<file path="config.mk">
export PLATFORM = sky130hd
export DESIGN_NAME = pcpi_initiator
export DESIGN_NICKNAME = d
export VERILOG_FILES = /design/src/rtl/pcpi_init_pkg.sv /design/src/rtl/pcpi_xorshift32.sv /design/src/rtl/pcpi_initiator.sv
export SDC_FILE = /design/constraint.sdc
export NUM_CORES = 1
export LEC_CHECK = 0
export CORE_MARGIN = 5
export CORE_UTILIZATION = 45
export CTS_BUF_LIST = sky130_fd_sc_hd__clkbuf_8
export CTS_CLUSTER_DIAMETER = 60
export DETAILED_ROUTE_END_ITERATION = 12
export PLACE_DENSITY_LB_ADDON = 0.12
export SYNTH_ARGS = -nofsm -noshare
export SYNTH_HDL_FRONTEND = slang
export SYNTH_SLANG_ARGS = --single-unit
</file>
<file path="constraint.sdc">
create_clock -name clk -period 5.1 [get_ports clk]
set_clock_uncertainty 0.15 [all_clocks]
set_input_delay 1.275 -clock clk [delete_from_list [all_inputs] [get_ports clk]]
set_output_delay 1.275 -clock clk [all_outputs]
set_load 0.02 [all_outputs]
</file>
<file path="src/rtl/pcpi_init_pkg.sv">
// Shared definitions for the PCPI traffic initiator: FSM states, instruction
// field constants and the xorshift32 step function.
package pcpi_init_pkg;

  typedef enum logic [1:0] {
    ST_IDLE,
    ST_GAP,
    ST_REQ,
    ST_DONE
  } state_t;

  localparam logic [6:0] PCPI_OPCODE = 7'b0110011;
  localparam logic [6:0] PCPI_FUNCT7 = 7'd1;

  function automatic logic [31:0] xs(input logic [31:0] v);
    logic [31:0] t;
    t = v ^ (v << 13);
    t = t ^ (t >> 17);
    t = t ^ (t << 5);
    return t;
  endfunction

  // R-type word with funct7=1 and funct3[2]=0, so the request is always an M-extension op.
  function automatic logic [31:0] make_insn(input logic [31:0] a);
    return {PCPI_FUNCT7, a[24:15], 1'b0, a[13:7], PCPI_OPCODE};
  endfunction

  function automatic logic [31:0] rotl1(input logic [31:0] v);
    return {v[30:0], v[31]};
  endfunction

endpackage

</file>
<file path="src/rtl/pcpi_xorshift32.sv">
// Combinational three-step xorshift32: produces the insn seed and both operands
// from the current generator state in a single cycle.
module pcpi_xorshift32
  import pcpi_init_pkg::*;
(
  input  logic [31:0] x,
  output logic [31:0] a,
  output logic [31:0] b,
  output logic [31:0] c
);

  assign a = xs(x);
  assign b = xs(a);
  assign c = xs(b);

endmodule

</file>
<file path="src/rtl/pcpi_initiator.sv">
// PCPI request generator: issues NUM_TXN pseudo-random M-extension requests,
// each after GAP idle cycles, and folds the responder results into a checksum.
module pcpi_initiator
  import pcpi_init_pkg::*;
#(
  parameter int          NUM_TXN = 100,
  parameter int          GAP     = 10,
  parameter int          TIMEOUT = 64,
  parameter logic [31:0] SEED    = 32'd314159265
) (
  input  logic        clk,
  input  logic        resetn,
  input  logic        start,
  output logic        pcpi_valid,
  output logic [31:0] pcpi_insn,
  output logic [31:0] pcpi_rs1,
  output logic [31:0] pcpi_rs2,
  input  logic        pcpi_wr,
  input  logic [31:0] pcpi_rd,
  input  logic        pcpi_wait,
  input  logic        pcpi_ready,
  output logic        busy,
  output logic        done,
  output logic        timeout_err,
  output logic [15:0] txn_count,
  output logic [31:0] checksum
);

  localparam logic [31:0] GAP_LAST     = 32'(GAP - 1);
  localparam logic [31:0] TIMEOUT_LAST = 32'(TIMEOUT - 1);
  localparam logic [15:0] TXN_TOTAL    = 16'(NUM_TXN);

  state_t      state;
  logic [31:0] x_q;
  logic [31:0] gap_cnt;
  logic [31:0] timer;
  logic        first_cycle;

  logic [31:0] nxt_a;
  logic [31:0] nxt_b;
  logic [31:0] nxt_c;
  logic        ready_ok;
  logic        timed_out;
  logic [15:0] count_inc;

  pcpi_xorshift32 u_xs (
    .x (x_q),
    .a (nxt_a),
    .b (nxt_b),
    .c (nxt_c)
  );

  // Ready is only honoured from the second valid cycle; it wins over a coincident timeout.
  assign ready_ok  = pcpi_valid && !first_cycle && pcpi_ready;
  assign timed_out = pcpi_valid && !pcpi_wait && (timer == TIMEOUT_LAST);
  assign count_inc = txn_count + 16'd1;

  always_ff @(posedge clk or negedge resetn) begin
    if (!resetn) begin
      state       <= ST_IDLE;
      x_q         <= SEED;
      gap_cnt     <= '0;
      timer       <= '0;
      first_cycle <= 1'b0;
      pcpi_valid  <= 1'b0;
      pcpi_insn   <= '0;
      pcpi_rs1    <= '0;
      pcpi_rs2    <= '0;
      busy        <= 1'b0;
      done        <= 1'b0;
      timeout_err <= 1'b0;
      txn_count   <= '0;
      checksum    <= '0;
    end else begin
      case (state)
        ST_IDLE, ST_DONE: begin
          if (start) begin
            txn_count   <= '0;
            checksum    <= '0;
            timeout_err <= 1'b0;
            x_q         <= SEED;
            gap_cnt     <= '0;
            busy        <= 1'b1;
            done        <= 1'b0;
            state       <= ST_GAP;
          end
        end

        ST_GAP: begin
          if (gap_cnt == GAP_LAST) begin
            pcpi_valid  <= 1'b1;
            pcpi_insn   <= make_insn(nxt_a);
            pcpi_rs1    <= nxt_b;
            pcpi_rs2    <= nxt_c;
            x_q         <= nxt_c;
            first_cycle <= 1'b1;
            timer       <= '0;
            state       <= ST_REQ;
          end else begin
            gap_cnt <= gap_cnt + 32'd1;
          end
        end

        ST_REQ: begin
          first_cycle <= 1'b0;
          if (ready_ok || timed_out) begin
            pcpi_valid <= 1'b0;
            txn_count  <= count_inc;
            if (ready_ok) begin
              if (pcpi_wr) begin
                checksum <= rotl1(checksum) ^ pcpi_rd;
              end
            end else begin
              timeout_err <= 1'b1;
            end
            if (count_inc == TXN_TOTAL) begin
              busy  <= 1'b0;
              done  <= 1'b1;
              state <= ST_DONE;
            end else begin
              gap_cnt <= '0;
              state   <= ST_GAP;
            end
          end else if (!pcpi_wait) begin
            timer <= timer + 32'd1;
          end
        end

        default: state <= ST_IDLE;
      endcase
    end
  end

endmodule

</file>
==> results.cfg, run 1 <==
[clock_network]
clock_latency_ps = 550
clockBufferDepth = 3
cts_max_level = 2
ctsHoldBuffers = 0
cts_made_buffers = 42
path_clk_slew_ps = 60
cts_resized = 0
clock-sinks = 233
post_cts_buffers = 0
root_buffer = clkbuf_8
cts_tree = done

[grt]
grt_pass1_wl_microns = 58200
grt_max_degree = 97
gr-total-overflow = 0
grt_util_all_layers = 0.215
grt_pass1_vias = 10200
grt_antenna_before_repair = 0

[routing]
detail_route.wl_per_cell_microns = 18.7
ant_nets = 0
drc = 0
drt-pass1-iter-count = 5
vias = 10500
viasPerCell = 5.44
wl_microns = 36100
first_iter_violations = 652

[die]
dieArea_sq_mm = 0.0332
fp-row-count = 63
io_pins = 186
coreArea_sq_mm = 0.0295
start_util = 0.453
die_y_microns = 182
fp.dieW_microns = 182

[logic_synthesis]
synth_top_family_by_area = XOR/XNOR gates
synth_compound_area_frac = 0.133
synthesis.area_sq_mm = 0.0134
synth_fa_ha_area_frac = 0.00749
avgSynthCellArea_sq_um = 9.86
ys_ff_latch = 233
synthMuxAreaShare = 0.00562
yosys-top-cells-area = dfrtp_1 41%, xnor2_1 9.2%, nand2_1 6.1%, o21ai_0 4.5%, xor2_1 4.1%
syn-instance-count = 1355
ys_types = 78
synth_edf_count = 0
synthXorXnorAreaFrac = 0.208
yosysSeqAreaShare = 0.438
synth_top_area_frac = 0.412
yosysWarnings = 0
yosys.area_share.simple = 0.165
synth.largest_area_cell = dfrtp_1
postSynth.asyncResetShare = 1.00
synth_ff_type = dfrtp_1

[power_and_ir_drop]
finalPower_mw = 6.20
p_sw_mw = 2.35
switching_share = 0.378
p_per_area_mw_per_mm2 = 383
peakVddDrop_uv = 216
p_leak_nw = 6.75
p_int_mw = 3.85
p_comb_frac = 0.341
power_frac_seq = 0.371
p_clk_frac = 0.289

[layout]
final_common_cell = dfrtp_1
area_growth_pct = 21.1
antenna_cells = 0
final_cell_mix = 220 x dfrtp_1, 217 x nand2_1, 174 x clkdlybuf4s50_1
nets = 1551
layout-drive-gt1-share = 0.0936

[sta]
hold_viol = 0
slew_headroom = 0.194
setup_ws_ps = 1330
whs_ps = 317
min_period_ps = 3770
drv_slew = 0
max_freq_mhz = 265
worst_slew_pin_slew_ps = 1200
fin_crit_sh = 0.739
rsz0062_at_grt = false
tns_ps = 0
setup_viol = 0

[critical_path]
critPathRequiredTime_ps = 5390
end_kind = register
arrival_ps = 4060
crit_fanout = 16
reg2regPathDepth = 7
r2r-start = x_q[11]
reg2reg_slack_ps = 1640
r2r_end = pcpi_rs2[11]
startpoint_type = primary input
critPathKind = primary input to register

[worst_hold_path]
hold_start = pcpi_rs1[31]
hold_depth = 2
min_path_type = register to register
whs_endpoint = pcpi_rs1[31]

[place]
io_buffers = 175
post-place-ws_ps = 805
hpwl_microns = 25200
gp_congestion = 0.865

[run]
maxCapViolCount = 0

[status]
status = finished, final reports clean
==> through the flow <==
| step | instances | cell area (sq um) | util |
|---|---|---|---|
| after global placement | 1851 | 15300 | 0.520 |
| after global routing | 1928 | 16200 | 0.549 |
| after detailed placement | 1851 | 15300 | 0.520 |
| after floorplan | 1364 | 13400 | - |
| after CTS | 1928 | 16200 | 0.549 |
| final | 1928 | 16200 | 0.549 |
==> power groups by stage <==
stage | combinational, mW | clock, mW | sequential [mW]
2_1_floorplan | 1.10 | 0 | 2.50
3_3_place_gp | 2.11 | 0 | 2.33
3_5_place_dp | 2.12 | 0 | 2.33
4_1_cts | 2.13 | 1.84 | 2.30
5_1_grt | 2.29 | 1.94 | 2.34
6_report | 2.11 | 1.79 | 2.30
==> cell usage after synthesis (17+ instances only) <==
cell,number
xnor2_1,140
nor2_1,59
nor3_1,20
nor4_1,18
o31ai_1,41
a22o_1,24
buf_4,18
xor2_1,62
xnor3_1,18
buf_2,17
nand3_1,31
or3_1,24
dfrtp_1,220
clkbuf_1,56
nand2_1,217
a21oi_1,29
inv_1,25
nand4_1,19
o21ai_0,121
==> worst max-delay path: stages <==
cell	delay, ps
clkdlybuf4s50_1	430
nor4b_1	310
nand3_1	160
o31ai_1	280
buf_4	190
o21a_1	390
o21ai_1	500
o21bai_1	310
a32o_1	220
==> worst max path at each step <==
stage,from,end,slack (ps),cells past startpoint
finish,pcpi_wait,txn_count[11],1330,9
global route,pcpi_wait,txn_count[11],1220,9
CTS,pcpi_wait,txn_count[11],1390,9
detailed placement,pcpi_wait,txn_count[11],800,9
global placement,pcpi_wait,txn_count[11],890,9
floorplan,pcpi_wait,txn_count[3],1790,9
==> final cells by class <==
cell class	count	area, sq um
clock buffers	49	674
clock inverters	28	174
multi-input cells	1010	7010
flip-flops and latches	233	5850
inverters	26	97.6
repair buffers	192	1900
fillers	2696	13300
well taps	390	488
==> state kept, by name, indices dropped and copies added, names as in the netlist <==
| register | flops |
|---|---|
| busy | 1 |
| timer | 32 |
| txn_count | 16 |
| pcpi_rs1 | 32 |
| x_q | 32 |
| timeout_err | 1 |
| pcpi_valid | 1 |
| first_cycle | 1 |
| checksum | 32 |
| pcpi_insn | 18 |
| gap_cnt | 32 |
| state | 2 |
| done | 1 |
| pcpi_rs2 | 32 |
==> layer usage <==
layer  GRT usage  up-vias  routed length, microns
met3      0.0466       47                    2470
met4      0.0519        0                     728
met2       0.327      324                   16100
met5           0        -                       0
li1            -     4998                       -
met1       0.316     5119                   16800
==> kinds of logic after synthesis <==
logic type               Yosys count
buffers and inverters            121
multiplexers                       7
AND/OR/NAND/NOR                  457
XOR/XNOR                         250
adder cells (fa/ha/maj)            8
other                              1
AO/OA/AOI/OAI                    278
flip-flops                       233
Power figures use the tool's default switching activity.
==> inputs of run 2 (changes only) <==
clock period = 3.6 ns   (was 5.1 ns; I/O delays follow)
==> results.cfg, run 2 (synthesis gave the netlist of run 1 again) <==
[grt]
grt_pass1_wl_microns = 59000
grt_max_degree = 103
grt_pass1_vias = 10500
gr-total-overflow = 0
grt_util_all_layers = 0.219
grt_antenna_before_repair = 0

[status]
status = finished, final reports clean

[clock_network]
ctsHoldBuffers = 0
clock_latency_ps = 560
path_clk_slew_ps = 60
cts_resized = 0
clockBufferDepth = 3
cts_made_buffers = 43
clock-sinks = 233
cts_max_level = 2
root_buffer = clkbuf_8
cts_tree = done
post_cts_buffers = 0

[sta]
fin_crit_sh = 0.895
min_period_ps = 3220
slew_headroom = 0.424
worst_slew_pin_slew_ps = 864
max_freq_mhz = 310
rsz0062_at_grt = false
hold_viol = 0
drv_slew = 0
tns_ps = 0
setup_viol = 0

[layout]
fin_cells = 1961
fin_util = 0.559
final_common_cell = dfrtp_1
antenna_cells = 0
area_growth_pct = 23.4
layout-drive-gt1-share = 0.115
final_cell_mix = 220 x dfrtp_1, 217 x nand2_1, 174 x clkdlybuf4s50_1
fin_area_sq_mm = 0.0165
nets = 1587

[worst_hold_path]
min_path_type = primary input to async pin

[die]
fp.dieW_microns = 182
fp-row-count = 63
io_pins = 186
die_y_microns = 182
dieArea_sq_mm = 0.0332
coreArea_sq_mm = 0.0295
start_util = 0.453

[critical_path]
arrival_ps = 3500
critPathRequiredTime_ps = 3880
end_kind = register
critPathKind = register to register
crit_fanout = 21
startpoint_type = register

[power_and_ir_drop]
switching_share = 0.373
power_frac_seq = 0.364
p_leak_nw = 6.93
peakVddDrop_uv = 370
p_sw_mw = 3.33
p_int_mw = 5.59
p_clk_frac = 0.282
p_per_area_mw_per_mm2 = 541
p_comb_frac = 0.354

[place]
gp_congestion = 0.871
place_inst = 1886
hpwl_microns = 26500
place_area_sq_mm = 0.0156
io_buffers = 175

[routing]
wl_microns = 36700
viasPerCell = 5.38
first_iter_violations = 784
drt-pass1-iter-count = 7
detail_route.wl_per_cell_microns = 18.7
ant_nets = 0
drc = 0
vias = 10500

[run]
maxCapViolCount = 0
-- run 2: metal layers --
layer | wire length, microns | vias up | global-route usage
li1 | - | 5061 | -
met2 | 17000 | 305 | 0.353
met5 | 0 | - | 0
met4 | 619 | 0 | 0.0480
met1 | 17000 | 5133 | 0.312
met3 | 2140 | 50 | 0.0397
-- run 2: final cells by class --
cell class                      count  area, sq um
Clock buffer                       56          771
Clock inverter                     19         82.6
Fill cell                        2687        13000
Inverter                           26         97.6
Multi-Input combinational cell   1010         7010
Sequential cell                   233         5850
Tap cell                          390          488
Timing Repair Buffer              227         2200
-- run 2: worst paths after layout --
path / slack (ps) / from / cells past startpoint / to
min in group clk: 320 / pcpi_rs2[22] / 2 / pcpi_rs2[22]
max in group asynchronous: 2410 / resetn / 2 / timer[4]
hold / removal: 120 / resetn / 1 / checksum[8]
hold reg to reg: 320 / pcpi_rs2[22] / 2 / pcpi_rs2[22]
setup reg to reg: 380 / txn_count[3] / 8 / gap_cnt[16]
setup / recovery: 380 / txn_count[3] / 8 / gap_cnt[16]
-- run 2: critical path, cell delays in order (launching register included) --
cell and delay (ps):
dfrtp_1 490, nand3_1 400, or4_4 670, nor3_1 330, nor4b_2 120, and3_1 210
buf_4 220, a211o_1 280, a22o_1 220
-- run 2: stage by stage --
step,worst slack (ps),hold slack [ps],power (mW)
after floorplan,670,324,5.10
after global placement,257,304,6.43
after detailed placement,172,311,6.47
after CTS,383,122,9.03
after global routing,127,134,9.43
final,378,119,8.92
-- run 2: power by group through the flow --
| stage | Clock (mW) | Combinational, mW | Sequential, mW |
|---|---|---|---|
| floorplan | 0 | 1.56 | 3.54 |
| global placement | 0 | 3.15 | 3.28 |
| detailed placement | 0 | 3.17 | 3.29 |
| CTS | 2.59 | 3.18 | 3.25 |
| global route | 2.72 | 3.42 | 3.30 |
| finish | 2.51 | 3.16 | 3.25 |
==> inputs of run 3 (changes only) <==
ABC_CLOCK_PERIOD_IN_PS = 3600   (was not set)
CORE_UTILIZATION = 50   (was 45)
==> results.cfg, run 3 (synthesis gave the netlist of run 1 again) <==
[status]
status = finished, final reports clean

[critical_path]
startpoint_type = register
r2r-start = txn_count[0]
reg2regPathDepth = 9
end_kind = register
arrival_ps = 3560
crit_fanout = 29
critPathRequiredTime_ps = 3890
reg2reg_slack_ps = 330
critPathKind = register to register
r2r_end = gap_cnt[14]

[place]
post-place-ws_ps = 210
io_buffers = 175
gp_congestion = 0.928
place_area_sq_mm = 0.0156
hpwl_microns = 25700

[power_and_ir_drop]
peakVddDrop_uv = 346
p_comb_frac = 0.353
switching_share = 0.376
p_sw_mw = 3.33
p_int_mw = 5.53
p_per_area_mw_per_mm2 = 539
p_leak_nw = 6.94
power_frac_seq = 0.367
p_clk_frac = 0.280

[die]
coreArea_sq_mm = 0.0262
dieArea_sq_mm = 0.0301
die_y_microns = 173
io_pins = 186
fp.dieW_microns = 173
start_util = 0.510
fp-row-count = 59

[clock_network]
cts_tree = done
root_buffer = clkbuf_8
post_cts_buffers = 0
clock-sinks = 233
clock_latency_ps = 550
cts_made_buffers = 42
cts_max_level = 2
path_clk_slew_ps = 60
ctsHoldBuffers = 0
cts_resized = 0
clockBufferDepth = 3

[routing]
vias = 10700
viasPerCell = 5.62
first_iter_violations = 905
detail_route.wl_per_cell_microns = 18.7
drc = 0
wl_microns = 35700
ant_nets = 0
drt-pass1-iter-count = 5

[layout]
fin_util = 0.627
ff_latch_area_sq_mm = 0.00585
fin_area_sq_mm = 0.0164
final_common_cell = dfrtp_1
final_cell_mix = 220 x dfrtp_1, 217 x nand2_1, 174 x clkdlybuf4s50_1
area_growth_pct = 23.0
antenna_cells = 0
nets = 1589
nFillCells = 2206
multi_input_area_sq_mm = 0.00701
layout-drive-gt1-share = 0.116

[sta]
worst_slew_pin_slew_ps = 822
min_period_ps = 3270
tns_ps = 0
setup_ws_ps = 332
drv_slew = 0
max_freq_mhz = 306
slew_headroom = 0.452
hold_viol = 0
rsz0062_at_grt = false
fin_crit_sh = 0.908
setup_viol = 0

[grt]
grt_util_all_layers = 0.233
grt_pass1_wl_microns = 57800
grt_pass1_vias = 10500
gr-total-overflow = 0
grt_antenna_before_repair = 0
grt_max_degree = 99

[run]
maxCapViolCount = 0

[worst_hold_path]
min_path_type = primary input to async pin
## run 3: changes by cell type in the layout (fill, tap and decap cells not counted), sizes merged
cell	change
buf	+3
clkinv	+1
clkbuf	-2
inv	+3
clkinvlp	+1
## run 3: power by group through the flow
stage          Clock [mW]  Combinational (mW)  Sequential (mW)
3_5_place_dp            0                3.13             3.30
6_report             2.48                3.13             3.25
4_1_cts              2.54                3.14             3.25
5_1_grt              2.66                3.38             3.30
3_3_place_gp            0                3.10             3.28
2_1_floorplan           0                1.56             3.54
## run 3: critical path, stage by stage, from the launching register on
cell and delay, ps:
dfrtp_1 440, ha_1 290, nand2_1 200, nor3_1 410
and4bb_2 280, a2bb2oi_1 310, and3_1 330, buf_4 350
nor3_1 150, a22o_1 220
## run 3: area by class of cell
type,instances,area share
Clock inverter,24,0.00647
Inverter,26,0.00594
Sequential cell,233,0.356
Multi-Input combinational cell,1010,0.427
Clock buffer,54,0.0452
Tap cell,335,0.0255
Timing Repair Buffer,230,0.134
## run 3: how the worst max path moves through the flow
| stage | start | to | cells after the start |
|---|---|---|---|
| after floorplan | pcpi_wait | txn_count[3] | 9 |
| after global placement | pcpi_wait | gap_cnt[4] | 10 |
| after detailed placement | pcpi_wait | gap_cnt[19] | 10 |
| after CTS | txn_count[0] | gap_cnt[14] | 9 |
| after global routing | txn_count[0] | gap_cnt[19] | 9 |
| final | txn_count[0] | gap_cnt[14] | 9 |
## run 3: metal layers
metal	up-vias	part of all wire	GRT usage
met4	0	0.021	0.0622
met5	-	0	0
met3	53	0.051	0.0401
met1	5279	0.46	0.335
li1	5078	-	-
met2	337	0.47	0.370
## run 3: per-stage QoR
step,hold WS [ps],instances,total power [mW]
after floorplan,324,1364,5.10
after global routing,301,1912,9.35
final,198,1912,8.86
after CTS,266,1912,8.94
after global placement,304,1834,6.38
after detailed placement,308,1834,6.42
